--- src/rtl/calc_op_sequencer.sv ---
// Calculator front end: button sync/debounce, press arbitration, op issue over valid/ready, display scan.
// Optional CALC_AUTO_REPEAT_EN: re-issue the held op every REPEAT_CYCLES while its button stays down.
module calc_op_sequencer #(
  parameter int DEBOUNCE_CYCLES = 65536,
  parameter int SCAN_CYCLES     = 16384
`ifdef CALC_AUTO_REPEAT_EN
  , parameter int REPEAT_CYCLES = 4194304
`endif
) (
  input  logic       clock,
  input  logic       reset_n,
  input  logic [3:0] button,
  input  logic [3:0] switch_x,
  input  logic [3:0] switch_y,
  input  logic       op_ready,
  output logic       op_valid,
  output logic [1:0] op_code,
  output logic [3:0] op_x,
  output logic [3:0] op_y,
  output logic       mode,
  output logic [7:0] led,
  output logic [1:0] digit_sel,
  output logic [3:0] anode
);

  // state | meaning
  // IDLE  | waiting for a debounced press
  // ISSUE | op_valid high, operands frozen until op_ready
  // HOLD  | op accepted, waiting for all buttons released

  typedef enum logic [1:0] {IDLE, ISSUE, HOLD} state_t;

  localparam int DW = (DEBOUNCE_CYCLES > 1) ? $clog2(DEBOUNCE_CYCLES) : 1;
  localparam int SW = (SCAN_CYCLES > 1) ? $clog2(SCAN_CYCLES) : 1;
  localparam logic [DW-1:0] DEB_LAST  = DW'(DEBOUNCE_CYCLES - 1);
  localparam logic [SW-1:0] SCAN_LAST = SW'(SCAN_CYCLES - 1);

  state_t          state, state_nx;
  logic [3:0]      sync_a, sync_b, stable, press;
  logic [DW-1:0]   deb_cnt [4];
  logic [1:0]      win_idx;
  logic            load_ops, load_code, accept;
  logic [SW-1:0]   scan_cnt;
  logic [1:0]      digit_nx;

  always_ff @(posedge clock or negedge reset_n) begin
    if (!reset_n) begin
      sync_a <= '0;
      sync_b <= '0;
    end else begin
      sync_a <= button;
      sync_b <= sync_a;
    end
  end

  // press pulses in the same cycle the stable value flips to 1
  always_ff @(posedge clock or negedge reset_n) begin
    if (!reset_n) begin
      stable <= '0;
      press  <= '0;
      for (int i = 0; i < 4; i++) deb_cnt[i] <= '0;
    end else begin
      for (int i = 0; i < 4; i++) begin
        press[i] <= 1'b0;
        if (sync_b[i] == stable[i]) begin
          deb_cnt[i] <= '0;
        end else if (deb_cnt[i] == DEB_LAST) begin
          stable[i]  <= sync_b[i];
          press[i]   <= sync_b[i];
          deb_cnt[i] <= '0;
        end else begin
          deb_cnt[i] <= deb_cnt[i] + 1'b1;
        end
      end
    end
  end

  always_comb begin
    win_idx = 2'd3;
    if (press[2]) win_idx = 2'd2;
    if (press[1]) win_idx = 2'd1;
    if (press[0]) win_idx = 2'd0;
  end

`ifdef CALC_AUTO_REPEAT_EN
  localparam int RW = (REPEAT_CYCLES > 1) ? $clog2(REPEAT_CYCLES) : 1;
  localparam logic [RW-1:0] RPT_LAST = RW'(REPEAT_CYCLES - 1);
  logic [RW-1:0] rpt_cnt;
  logic          rpt_hit;

  assign rpt_hit = (state == HOLD) && stable[op_code] && (rpt_cnt == RPT_LAST);

  always_ff @(posedge clock or negedge reset_n) begin
    if (!reset_n) begin
      rpt_cnt <= '0;
    end else if (state != HOLD || !stable[op_code] || rpt_hit) begin
      rpt_cnt <= '0;
    end else begin
      rpt_cnt <= rpt_cnt + 1'b1;
    end
  end
`endif

  always_ff @(posedge clock or negedge reset_n) begin
    if (!reset_n) state <= IDLE;
    else          state <= state_nx;
  end

  always_comb begin
    state_nx  = state;
    load_ops  = 1'b0;
    load_code = 1'b0;
    accept    = 1'b0;
    case (state)
      IDLE: begin
        if (|press) begin
          load_ops  = 1'b1;
          load_code = 1'b1;
          state_nx  = ISSUE;
        end
      end
      ISSUE: begin
        if (op_ready) begin
          accept   = 1'b1;
          state_nx = HOLD;
        end
      end
      HOLD: begin
`ifdef CALC_AUTO_REPEAT_EN
        if (rpt_hit) begin
          load_ops = 1'b1;
          state_nx = ISSUE;
        end else
`endif
        if (stable == 4'b0000) state_nx = IDLE;
      end
      default: state_nx = IDLE;
    endcase
  end

  always_ff @(posedge clock or negedge reset_n) begin
    if (!reset_n) begin
      op_valid <= 1'b0;
      op_code  <= '0;
      op_x     <= '0;
      op_y     <= '0;
      mode     <= 1'b0;
      led      <= '0;
    end else begin
      op_valid <= (state_nx == ISSUE);
      if (load_code) op_code <= win_idx;
      if (load_ops) begin
        op_x <= switch_x;
        op_y <= switch_y;
        led  <= {switch_x, switch_y};
      end
      if (accept) mode <= (op_code == 2'd3);
    end
  end

  assign digit_nx = digit_sel + 2'd1;

  // anode is registered alongside digit_sel so both change on the same edge
  always_ff @(posedge clock or negedge reset_n) begin
    if (!reset_n) begin
      scan_cnt  <= '0;
      digit_sel <= '0;
      anode     <= 4'b1110;
    end else if (scan_cnt == SCAN_LAST) begin
      scan_cnt  <= '0;
      digit_sel <= digit_nx;
      anode     <= ~(4'b0001 << digit_nx);
    end else begin
      scan_cnt <= scan_cnt + 1'b1;
    end
  end

endmodule

--- config.mk ---
export PLATFORM = sky130hd
export DESIGN_NAME = calc_op_sequencer
export DESIGN_NICKNAME = d
export VERILOG_FILES = /design/src/rtl/calc_op_sequencer.sv
export SDC_FILE = /design/constraint.sdc
export NUM_CORES = 1
export LEC_CHECK = 0
export BUFFER_PORTS_ARGS = -buffer_cell sky130_fd_sc_hd__buf_2
export CAP_MARGIN = 20
export CORE_MARGIN = 2
export CORE_UTILIZATION = 50
export DETAILED_ROUTE_END_ITERATION = 10
export PLACE_DENSITY = 0.67
export SLEW_MARGIN = 40
export SYNTH_ARGS = -nofsm -noshare
export SYNTH_HDL_FRONTEND = slang
export SYNTH_SLANG_ARGS = --single-unit
--- constraint.sdc ---
create_clock -name clock -period 2.03 [get_ports clock]
set_clock_uncertainty 0.05 [all_clocks]
set_input_delay 0.203 -clock clock [delete_from_list [all_inputs] [get_ports clock]]
set_output_delay 0.203 -clock clock [all_outputs]
set_load 0.1 [all_outputs]
==> results of run 1 <==
==> area by class of cell <==
class,count,area [um2],area share (%)
Clock buffer,21,429,6.87
Clock inverter,11,163,2.61
Inverter,21,78.8,1.26
Multi-Input combinational cell,318,2050,32.8
Sequential cell,114,2860,45.8
Tap cell,133,166,2.67
Timing Repair Buffer,72,503,8.06
==> cell usage after synthesis, types with 9 or more instances <==
cell type / instances / area, um2
mux2_2: 13 / 146
xnor2_1: 62 / 543
nand3_1: 22 / 110
nand4_1: 16 / 100
buf_4: 10 / 75.1
dfrtp_1: 111 / 2780
ha_1: 9 / 113
nand2_1: 23 / 86.3
nor4_1: 16 / 100
nor3_1: 21 / 105
nor2_1: 87 / 327
inv_1: 21 / 78.8
==> per-stage QoR <==
step	power [mW]	utilization (%)	hold slack, ps	instances	cell area, um2
6_report	5.48	63.3	109	690	6240
3_3_place_gp	2.50	55.9	97.8	644	5510
2_1_floorplan	2.42	-	-143	471	5110
5_1_grt	5.67	63.3	110	690	6240
4_1_cts	5.54	63.3	97.0	690	6240
3_5_place_dp	2.50	55.9	100	644	5510
==> per-layer routing <==
| metal | GRT usage, % | vias up |
|---|---|---|
| li1 | - | 1729 |
| met1 | 24.0 | 1671 |
| met2 | 29.7 | 67 |
| met3 | 6.43 | 10 |
| met4 | 6.38 | 0 |
| met5 | 0 | - |
==> power groups by stage <==
stage                     logic, mW  clock network (mW)  registers, mW
after floorplan              0.0595                   0           2.36
after global placement        0.134                   0           2.36
after detailed placement      0.136                   0           2.37
after CTS                     0.158                3.06           2.33
after global routing          0.178                3.16           2.33
final                         0.154                3.00           2.33
==> registers in the layout, summed over array words and instances (netlist names), 3 cells and up <==
signal / flops
op_x: 4
deb_cnt: 64
scan_cnt: 14
op_y: 3
anode: 4
stable: 4
sync_a: 4
press: 4
sync_b: 4
==> worst paths after layout <==
| path | start | to | slack (ps) | cells past startpoint |
|---|---|---|---|---|
| max in group asynchronous | reset_n | deb_cnt[53] | 1220 | 3 |
| setup reg to reg | scan_cnt[0] | anode[0] | 130 | 6 |
| hold / removal | reset_n | stable[1] | 110 | 2 |
| min in group clock | sync_a[2] | sync_b[2] | 300 | 0 |
| setup / recovery | scan_cnt[0] | anode[0] | 130 | 6 |
| hold reg to reg | sync_a[2] | sync_b[2] | 300 | 0 |
==> kinds of logic (layout without fill, tap and decap cells) <==
| family | count (synthesis) | count (layout) | synth area share, % |
|---|---|---|---|
| AND/OR/NAND/NOR | 207 | 207 | 20.1 |
| flip-flops | 114 | 114 | 55.9 |
| XOR/XNOR | 70 | 70 | 12.0 |
| buffers and inverters | 39 | 125 | 4.16 |
| AO/OA/AOI/OAI | 18 | 18 | 2.45 |
| multiplexers | 14 | 14 | 3.16 |
| adder cells (fa/ha/maj) | 9 | 9 | 2.20 |
==> timing repair <==
item | 4_1_cts | 5_1_grt
gates resized for setup | 0 | 0
hold buffers | 14 | 0
setup buffers | 0 | 0
endpoints found under the hold margin | 125 | 0
endpoints found under the setup margin | 0 | 0
==> worst reg2reg max path, cell delays in order, from the launching register on <==
cell and delay, ps:
dfrtp_1 400, ha_1 280, nand4_1 140, or4_4 580
buf_4 200, nand2_1 80, o21ai_2 50
==> summary.md, run 1 <==
| Metric | Value |
|---|---|
| 1st-iter DRT viols | `135` |
| Initial Utilization | `51.8%` |
| Place WS | `152 ps` |
| CP required | `2380 ps` |
| Share of cells above drive strength 1 | `21.5%` |
| Mapped Area | `5110 um2` |
| Highest Clock Rate | `528 MHz` |
| HPWL Detailed | `6030 um` |
| GRT Total Usage | `18.7%` |
| Crit-path leading delay family | `simple AND/OR/NAND/NOR gates` |
| Least-Margin Pin Slew | `517 ps` |
| Inserted Diodes | `0` |
| Total CTS buffers | `17` |
| Core ar. | `9860 um2` |
| Most common cell after layout, fill and taps aside | `dfrtp_1` |
| Main synth FF type | `dfrtp_1` |
| Syn Area/Cell | `10.9 um2` |
| Int Power | `4.35 mW` |
| Critical Path Max Stage Delay | `580 ps` |
| Drc violations | `0` |
| Die W | `105 um` |
| Via count | `3477` |
| WL final | `9430 um` |
| Most frequent cells in the layout | `dfrtp_1, nor2_1, xnor2_1` |
| Worst path slowest cell | `or4_4` |
| Post-synth ARST share | `100%` |
| Critical path class | `reg -> reg` |
| Crit-path cells | `ha_1 -> nand4_1 -> or4_4 -> buf_4 -> nand2_1 -> o21ai_2` |
| Post-layout minimum cycle time | `1900 ps` |
| Register share of total power | `42.5%` |
| TritonRoute pass-1 iters | `5` |
| Clock buffer depth | `2` |
| # rows | `36` |
| PortBufs | `40` |
| Cell Pwr Density | `877 nW/um2` |
| WP buf/inv | `1` |
| Routed met2 length | `4450 um` |
| Synth cell types | `35` |
| Final period util | `93.4%` |
| Die area | `11000 um2` |
| Final nets | `568` |
| Syn Inst Count | `471` |
| Clk pwr share | `54.7%` |
| Post-Syn Nets | `495` |
| Via density | `5.04` |
| Worst IR Drop VDD | `785 uV` |
| Setup_tns | `0 ps` |
| FILL cells | `758` |
| Post-synth EDFFs | `0` |
| Die Y | `105 um` |
| Clock latency at the later pin of the worst-skew pair | `510 ps` |
| Sink Count | `114` |
| Leak pwr | `2.78 nW` |
| Unrepaired setup endpoints after global routing | `no` |
| Status | `complete, no violations` |
| Largest net degree at the start of global routing | `39` |
| Wire length on met3 | `378 um` |
| Net Sw Power | `1.13 mW` |
| Worst EP arrival | `2250 ps` |
| Final setup violation count | `0` |
| Yosys Warn Count | `0` |
| Setup WS post-layout | `135 ps` |
| Register area share after synthesis | `55.9%` |
| Area delta synth->final | `22.2%` |
| Slew HR | `65.8%` |
| Clock-pin transition on the worst setup and hold timing paths | `60 ps` |
| Gp weighted congestion | `0.772` |
| Clk root buf | `clkbuf_8` |
| DR top layer | `met4` |
| TritonCTS clock tree | `yes` |
| MaxCap Viol Count | `0` |
| Initial antenna violation count | `0` |
| Combinational share of power | `2.8%` |
| HP Class | `in -> async` |
| Max Fanout on Critical Path | `9` |
| Wl on met1 | `4480 um` |
| Vias in the first global route | `3499` |
| Slew Viols, Final | `0` |
| Total congestion overflow | `0` |
| H-tree depth | `4` |
| FF+latch count, synth | `114` |
| Final Hold Fails | `0` |
| # IOs | `41` |
| Crit end category | `flip-flop` |
| Setup crit start kind | `flip-flop` |
| Switching share of total power | `20.6%` |
| Wire length of the first global-routing pass | `16300 um` |
| Drt wl/cell | `13.7 um` |
| Remaining antenna violation count | `0` |
(Power assumes the default switching activity.)
==> inputs of run 2 (changes only) <==
- ABC_AREA: not set -> 1
- CORE_ASPECT_RATIO: not set -> 0.75
==> run 2 against run 1 <==
Non-clock buffer count decreased by 16. Area after synthesis increased by 4.3%. Worst setup slack improved by 280 ps. Die area increased by 4.2%. Wire length increased by 1.7%. First-iteration DRC count increased by 64%. Maximum frequency increased by 17%. Sequential power about the same. Count of clock-buffer cells in the layout increased by 1. Worst hold slack improved by 180 ps. Utilization decreased by 1.1 points. Highest routed layer unchanged.
==> summary.md, run 2 <==
| Metric | Value |
|---|---|
| Status | `complete, no violations` |
| HP Class | `in -> async` |
| Sink Count | `114 (unchanged)` |
| Area of the multi-input gates | `2170 um2 (+5.9%)` |
| Final Hold Fails | `0 (unchanged)` |
| Final period util | `79.6% (-14 points)` |
| 1st-iter DRT viols | `222 (+64%)` |
| Wire length of the first global-routing pass | `16600 um (+1.7%)` |
| Most frequent cells in the layout | `nand2_1, nor2_1, dfrtp_1` |
| WL final | `9590 um (+1.7%)` |
| Top post-synthesis cells by area | `dfrtp_1, nand2_1, nor2_1` |
| # IOs | `41 (unchanged)` |
| Register area share after synthesis | `53.6% (-2.3 points)` |
| Core ar. | `10300 um2 (+4.7%)` |
| Top cell by count, worst path | `nand2_1` |
| Most common cell after layout, fill and taps aside | `nand2_1` |
| Routed met2 length | `4180 um (-6.1%)` |
| R2r endpoint | `digit_sel[1]` |
| Least-Margin Pin Slew | `538 ps (+21.2 ps)` |
| Reg2reg path depth | `9 (+3)` |
| TritonCTS clock tree | `yes` |
| Reg2reg start | `scan_cnt[0]` |
| Place WS | `411 ps (+259 ps)` |
| Total CTS buffers | `17 (unchanged)` |
| Crit end category | `flip-flop` |
| Flop2flop setup slack | `410 ps (+280 ps)` |
| Share of cells above drive strength 1 | `13.9% (-7.7 points)` |
| Area delta synth->final | `20.5%` |
| Die area | `11500 um2 (+4.2%)` |
| Main synth FF type | `dfrtp_1` |
| Worst path slowest cell | `dfrtp_1` |
| Unrepaired setup endpoints after global routing | `no` |
| TritonRoute pass-1 iters | `5 (unchanged)` |
| Top cells by count, synth | `nand2_1, nor2_1, dfrtp_1, inv_1, xor2_1` |
| Wl on met1 | `4950 um (+10%)` |
| FF/Latch Area | `2860 um2 (unchanged)` |
| Fin util | `62.2% (-1.1 points)` |
| Gp weighted congestion | `0.832 (+7.7%)` |
| Drc violations | `0 (unchanged)` |
| Top-count cell post-synth | `nand2_1` |
| Vias in the first global route | `3699 (+5.7%)` |
| Leak pwr | `2.96 nW (+6.4%)` |
| Clk root buf | `clkbuf_16` |
| Via density | `4.81 (-4.6%)` |
| DP Area | `5660 um2 (+2.7%)` |
| Yosys top cell area share | `52.1% (-2.2 points)` |
| FF+latch count, synth | `114 (unchanged)` |
| Slew HR | `64.1% (-1.6 points)` |
| Area leader, netlist | `dfrtp_1` |
| Top reg by flops | `deb_cnt` |
| Initial antenna violation count | `0 (unchanged)` |
| GRT Total Usage | `18.4% (-0.34 points)` |
| Max reg flops | `64 (unchanged)` |
| Critical Path Max Stage Delay | `390 ps (-190 ps)` |
| Post-synth ARST share | `100% (unchanged)` |
| Clock buffer depth | `2 (unchanged)` |
| Worst EP arrival | `1840 ps (-410 ps)` |
| Remaining antenna violation count | `0 (unchanged)` |
| Slew Viols, Final | `0 (unchanged)` |
| H-tree depth | `4 (unchanged)` |
| Via count | `3974 (+14%)` |
| Post-CTS setup buffer count | `0 (unchanged)` |
| Post-layout minimum cycle time | `1620 ps (-279 ps)` |
| DR top layer | `met4` |
| Crit-path leading delay family | `simple AND/OR/NAND/NOR gates` |
| Setup_tns | `0 ps (unchanged)` |
| Worst IR Drop VDD | `546 uV (-30%)` |
| Total congestion overflow | `0 (unchanged)` |
| Max Fanout on Critical Path | `13 (+4)` |
| # rows | `32 (-11%)` |
| Mapped Area | `5330 um2 (+4.3%)` |
| Highest Clock Rate | `619 MHz (+17%)` |
| Synth cell types | `32 (-8.6%)` |
| Initial Utilization | `51.6% (-0.21 points)` |
| Die W | `123 um (+17%)` |
| Biggest regs | `deb_cnt: 64 flops, scan_cnt: 14 flops` |
| CP required | `2260 ps (-120 ps)` |
| Cell Pwr Density | `867 nW/um2 (-1.2%)` |
| Clock-pin transition on the worst setup and hold timing paths | `50 ps (about the same)` |
| Drt wl/cell | `11.6 um (-15%)` |
| Clock latency at the later pin of the worst-skew pair | `400 ps (-110 ps)` |
| Final setup violation count | `0 (unchanged)` |
| Syn Area/Cell | `8.70 um2 (-20%)` |
| Crit-path cells | `ha_1 -> nand2_1 -> inv_1 -> nand2_1 -> nor2_4 -> nand2_2 -> inv_2 -> nand2_1 -> o21ai_0` |
| Syn Inst Count | `613 (+30%)` |
| Largest net degree at the start of global routing | `41 (+5.1%)` |
| Die Y | `93.4 um (-11%)` |
| Post-route cell area | `6420 um2 (+2.8%)` |
| WP buf/inv | `2 (+1)` |
| Wire length on met3 | `358 um (-5.3%)` |
| Final nets | `702 (+24%)` |
| Setup crit start kind | `flip-flop` |
| Yosys Warn Count | `0 (unchanged)` |
| Total power draw | `5.56 mW (+1.6%)` |
| PortBufs | `40 (unchanged)` |
| Post-Syn Nets | `637 (+29%)` |
| FILL cells | `849 (+12%)` |
| Post-synth EDFFs | `0 (unchanged)` |
| Inserted Diodes | `0 (unchanged)` |
| Critical path class | `reg -> reg` |
| MaxCap Viol Count | `0 (unchanged)` |
| Setup WS post-layout | `413 ps (+279 ps)` |
| HPWL Detailed | `6730 um (+11%)` |
-- run 2: area by class of cell --
cell class                      instances  share of cell area [%]
Timing Repair Buffer                   56                    5.96
Clock inverter                         10                    2.44
Clock buffer                           22                    7.23
Sequential cell                       114                    44.5
Tap cell                              136                    2.65
Inverter                               59                    3.49
Multi-Input combinational cell        430                    33.7
-- run 2: per-stage QoR --
stage	hold slack (ps)	cells
finish	287	827
floorplan	-143	613
global route	304	827
CTS	299	827
detailed placement	188	781
global placement	179	781
-- run 2: logic make-up after synthesis --
group | share of synthesized area, %
compound gates | 3.45
buf+inv | 5.75
simple gates | 26.9
flops | 53.6
xor+xnor | 8.22
fa+ha+maj | 2.11
-- run 2: metal layers --
layer,GRT usage [%],vias up
li1,-,2041
met1,25.6,1857
met2,27.9,68
met3,3.72,8
met4,8.05,0
met5,0,-
-- run 2: report_power, final --
part	leakage, nW	internal, mW	total (mW)	switching, mW
logic	1.16	0.0594	0.155	0.0960
registers	1.50	2.30	2.32	0.0180
clock network	0.304	2.11	3.09	0.977
-- run 2: how the worst max path moves through the flow --
stage / depth (start not counted) / slack (ps) / from / endpoint
4_1_cts: 9 / 410 / scan_cnt[0] / digit_sel[1]
2_1_floorplan: 4 / 270 / digit_sel[0] / digit_sel[1]
6_report: 9 / 410 / scan_cnt[0] / digit_sel[1]
5_1_grt: 9 / 290 / scan_cnt[0] / digit_sel[1]
3_3_place_gp: 9 / 480 / scan_cnt[0] / digit_sel[1]
3_5_place_dp: 9 / 410 / scan_cnt[0] / digit_sel[1]
-- run 2: timing repair --
action,CTS,global route
resized for setup,0,0
hold buffers,14,0
hold endpoints to repair,49,0
==> inputs of run 3 (changes only) <==
- clock period: 2.03 -> 1.6 ns (I/O delays scaled with it)
==> run 3 against run 2 <==
Register-to-register slack got worse by 290 ps. Count of clock-buffer cells in the layout fell by 2. Sequential power rose by 27%. Worst hold slack lost 150 ps. Wire length increased by 2.7%. Flip-flop and latch count is the same. Clock power increased by 30%. First-iteration DRC count is 19% higher. Cell count is 1.3% higher.
==> summary.md, run 3 (synthesized netlist as in run 2, its figures left out) <==
| Metric | Value |
|---|---|
| Clock buffer depth | `2 (unchanged)` |
| Fin util | `63.7% (+1.6 points)` |
| Die area | `11500 um2 (unchanged)` |
| MaxCap Viol Count | `0 (unchanged)` |
| FILL cells | `816 (-3.9%)` |
| Inserted Diodes | `0 (unchanged)` |
| Most common cell after layout, fill and taps aside | `nand2_1` |
| WP buf/inv | `1 (-1)` |
| Largest net degree at the start of global routing | `56 (+37%)` |
| Initial antenna violation count | `0 (unchanged)` |
| Max Fanout on Critical Path | `2 (-11)` |
| Final nets | `713 (+1.6%)` |
| Final period util | `97.8%` |
| Core ar. | `10300 um2 (unchanged)` |
| Area delta synth->final | `23.5%` |
| Met2 Use GR | `29.1% (+1.2 points)` |
| Register share of total power | `41.1% (-0.6 points)` |
| Reg2reg start | `deb_cnt[0]` |
| # rows | `32 (unchanged)` |
| Die Y | `93.4 um (unchanged)` |
| Biggest regs | `deb_cnt: 64 flops, scan_cnt: 14 flops` |
| Slew HR | `66.8% (+2.6 points)` |
| Crit end category | `primary output` |
| Setup WS post-layout | `35.6 ps (-378 ps)` |
| Remaining antenna violation count | `0 (unchanged)` |
| Via count | `4026 (+1.3%)` |
| # IOs | `41 (unchanged)` |
| Setup_tns | `0 ps (unchanged)` |
| Initial Utilization | `51.6% (unchanged)` |
| HP Class | `in -> async` |
| PortBufs | `40 (unchanged)` |
| Leak pwr | `3.03 nW (+2.5%)` |
| Met3 Use GR | `4.82% (+1.1 points)` |
| Critical Path Max Stage Delay | `530 ps (+140 ps)` |
| TritonRoute pass-1 iters | `4 (-1)` |
| Share of cells above drive strength 1 | `16.8% (+2.9 points)` |
| Net Sw Power | `1.43 mW (+31%)` |
| Total power draw | `7.17 mW (+29%)` |
| Sink Count | `114 (unchanged)` |
| Total CTS buffers | `17 (unchanged)` |
| Vias in the first global route | `3883 (+5.0%)` |
| 1st-iter DRT viols | `265 (+19%)` |
| Clk pwr share | `56.1% (+0.6 points)` |
| Setup crit start kind | `flip-flop` |
| Least-Margin Pin Slew | `502 ps (-35.9 ps)` |
| Worst path slowest cell | `dfstp_2` |
| Reg2reg path depth | `7 (-2)` |
| Final Hold Fails | `0 (unchanged)` |
| Met1 global-route usage | `26.3% (+0.72 points)` |
| Clock latency at the later pin of the worst-skew pair | `400 ps (about the same)` |
| Highest Clock Rate | `639 MHz` |
| Drt wl/cell | `11.7 um (+1.3%)` |
| GRT busiest layer | `met2` |
| Wire length of the first global-routing pass | `17200 um (+3.8%)` |
| TritonCTS clock tree | `yes` |
| Worst IR Drop VDD | `794 uV (+45%)` |
| Combinational share of power | `2.8% (about the same)` |
| GRT Total Usage | `19.1% (+0.69 points)` |
| Most frequent cells in the layout | `nand2_1, nor2_1, dfrtp_1` |
| Place WS | `-25.0 ps (-436 ps)` |
| Clock-pin transition on the worst setup and hold timing paths | `50 ps (about the same)` |
| Final setup violation count | `0 (unchanged)` |
| Gp weighted congestion | `0.821 (-1.4%)` |
| Max reg flops | `64 (unchanged)` |
| Slew Viols, Final | `0 (unchanged)` |
| HPWL Detailed | `6680 um (-0.74%)` |
| CP required | `1390 ps (-870 ps)` |
| Unrepaired setup endpoints after global routing | `no` |
| WL final | `9840 um (+2.7%)` |
| Drc violations | `0 (unchanged)` |
| Post-layout minimum cycle time | `1560 ps` |
| Via density | `4.80 (about the same)` |
| Critical path class | `reg -> out` |
| H-tree depth | `4 (unchanged)` |
| Switching share of total power | `20.0% (+0.42 points)` |
| Status | `complete, no violations` |
| Flop2flop setup slack | `120 ps (-290 ps)` |
| Cell Pwr Density | `1090 nW/um2 (+26%)` |
| Total congestion overflow | `0 (unchanged)` |
| R2r endpoint | `stable[3]` |
| Crit-path leading delay family | `flip-flops` |
| Worst EP arrival | `1350 ps (-490 ps)` |
| Top reg by flops | `deb_cnt` |
| Crit-path cells | `buf_2` |
| Clk root buf | `clkbuf_16` |
| Int Power | `5.73 mW (+28%)` |
| Worst hold slack | `139 ps (-148 ps)` |
| Die W | `123 um (unchanged)` |
==> run 3: changes by cell type in the layout (fill, tap and decap cells not counted), sizes merged <==
cell,change
buf,+10
clkbuf,-2
clkinv,+1
clkinvlp,+1
nand2,+1
==> run 3: stage by stage <==
step                      cell area (um2)  std cells
after detailed placement             5720        788
final                                6580        838
after global placement               5720        788
after CTS                            6510        834
after floorplan                      5330        613
after global routing                 6580        838
==> run 3: timing repair <==
item                                    CTS  global route
gates cloned                              0             1
pin swaps                                 0             3
endpoints found under the setup margin    1            43
hold buffers                             14             0
setup buffers                             0             3
hold endpoints to repair                129             0
resized for setup                         1            11
==> run 3: worst max path at each step <==
stage | startpoint | end | cells past startpoint
after floorplan | led[3] | op_y[3] | 1
after global placement | scan_cnt[0] | digit_sel[1] | 9
after detailed placement | scan_cnt[0] | digit_sel[1] | 8
after CTS | anode[1] | anode[1] | 1
after global routing | scan_cnt[0] | digit_sel[1] | 9
final | anode[1] | anode[1] | 1
==> run 3: power groups by stage <==
| stage | registers (mW) | logic, mW | clock network (mW) |
|---|---|---|---|
| after floorplan | 2.99 | 0.0711 | 0 |
| after global placement | 2.99 | 0.175 | 0 |
| after detailed placement | 2.99 | 0.178 | 0 |
| after CTS | 2.94 | 0.207 | 4.10 |
| after global routing | 2.95 | 0.241 | 4.24 |
| final | 2.95 | 0.202 | 4.02 |
==> run 3: area by class of cell <==
type,instances,area [um2],share of cell area (%)
clock buffers,20,467,7.09
clock inverters,12,180,2.74
inverters,59,226,3.44
multi-input cells,431,2220,33.8
flip-flops and latches,114,2860,43.4
well taps,136,170,2.59
repair buffers,66,458,6.96
==> run 3: metal layers <==
layer  part of all wire, %  vias up  wire (um)
li1                      -     2069          -
met1                    50     1865       4960
met2                    44       82       4360
met3                   4.3       10        426
met4                   1.0        0        102
met5                     0        -          0
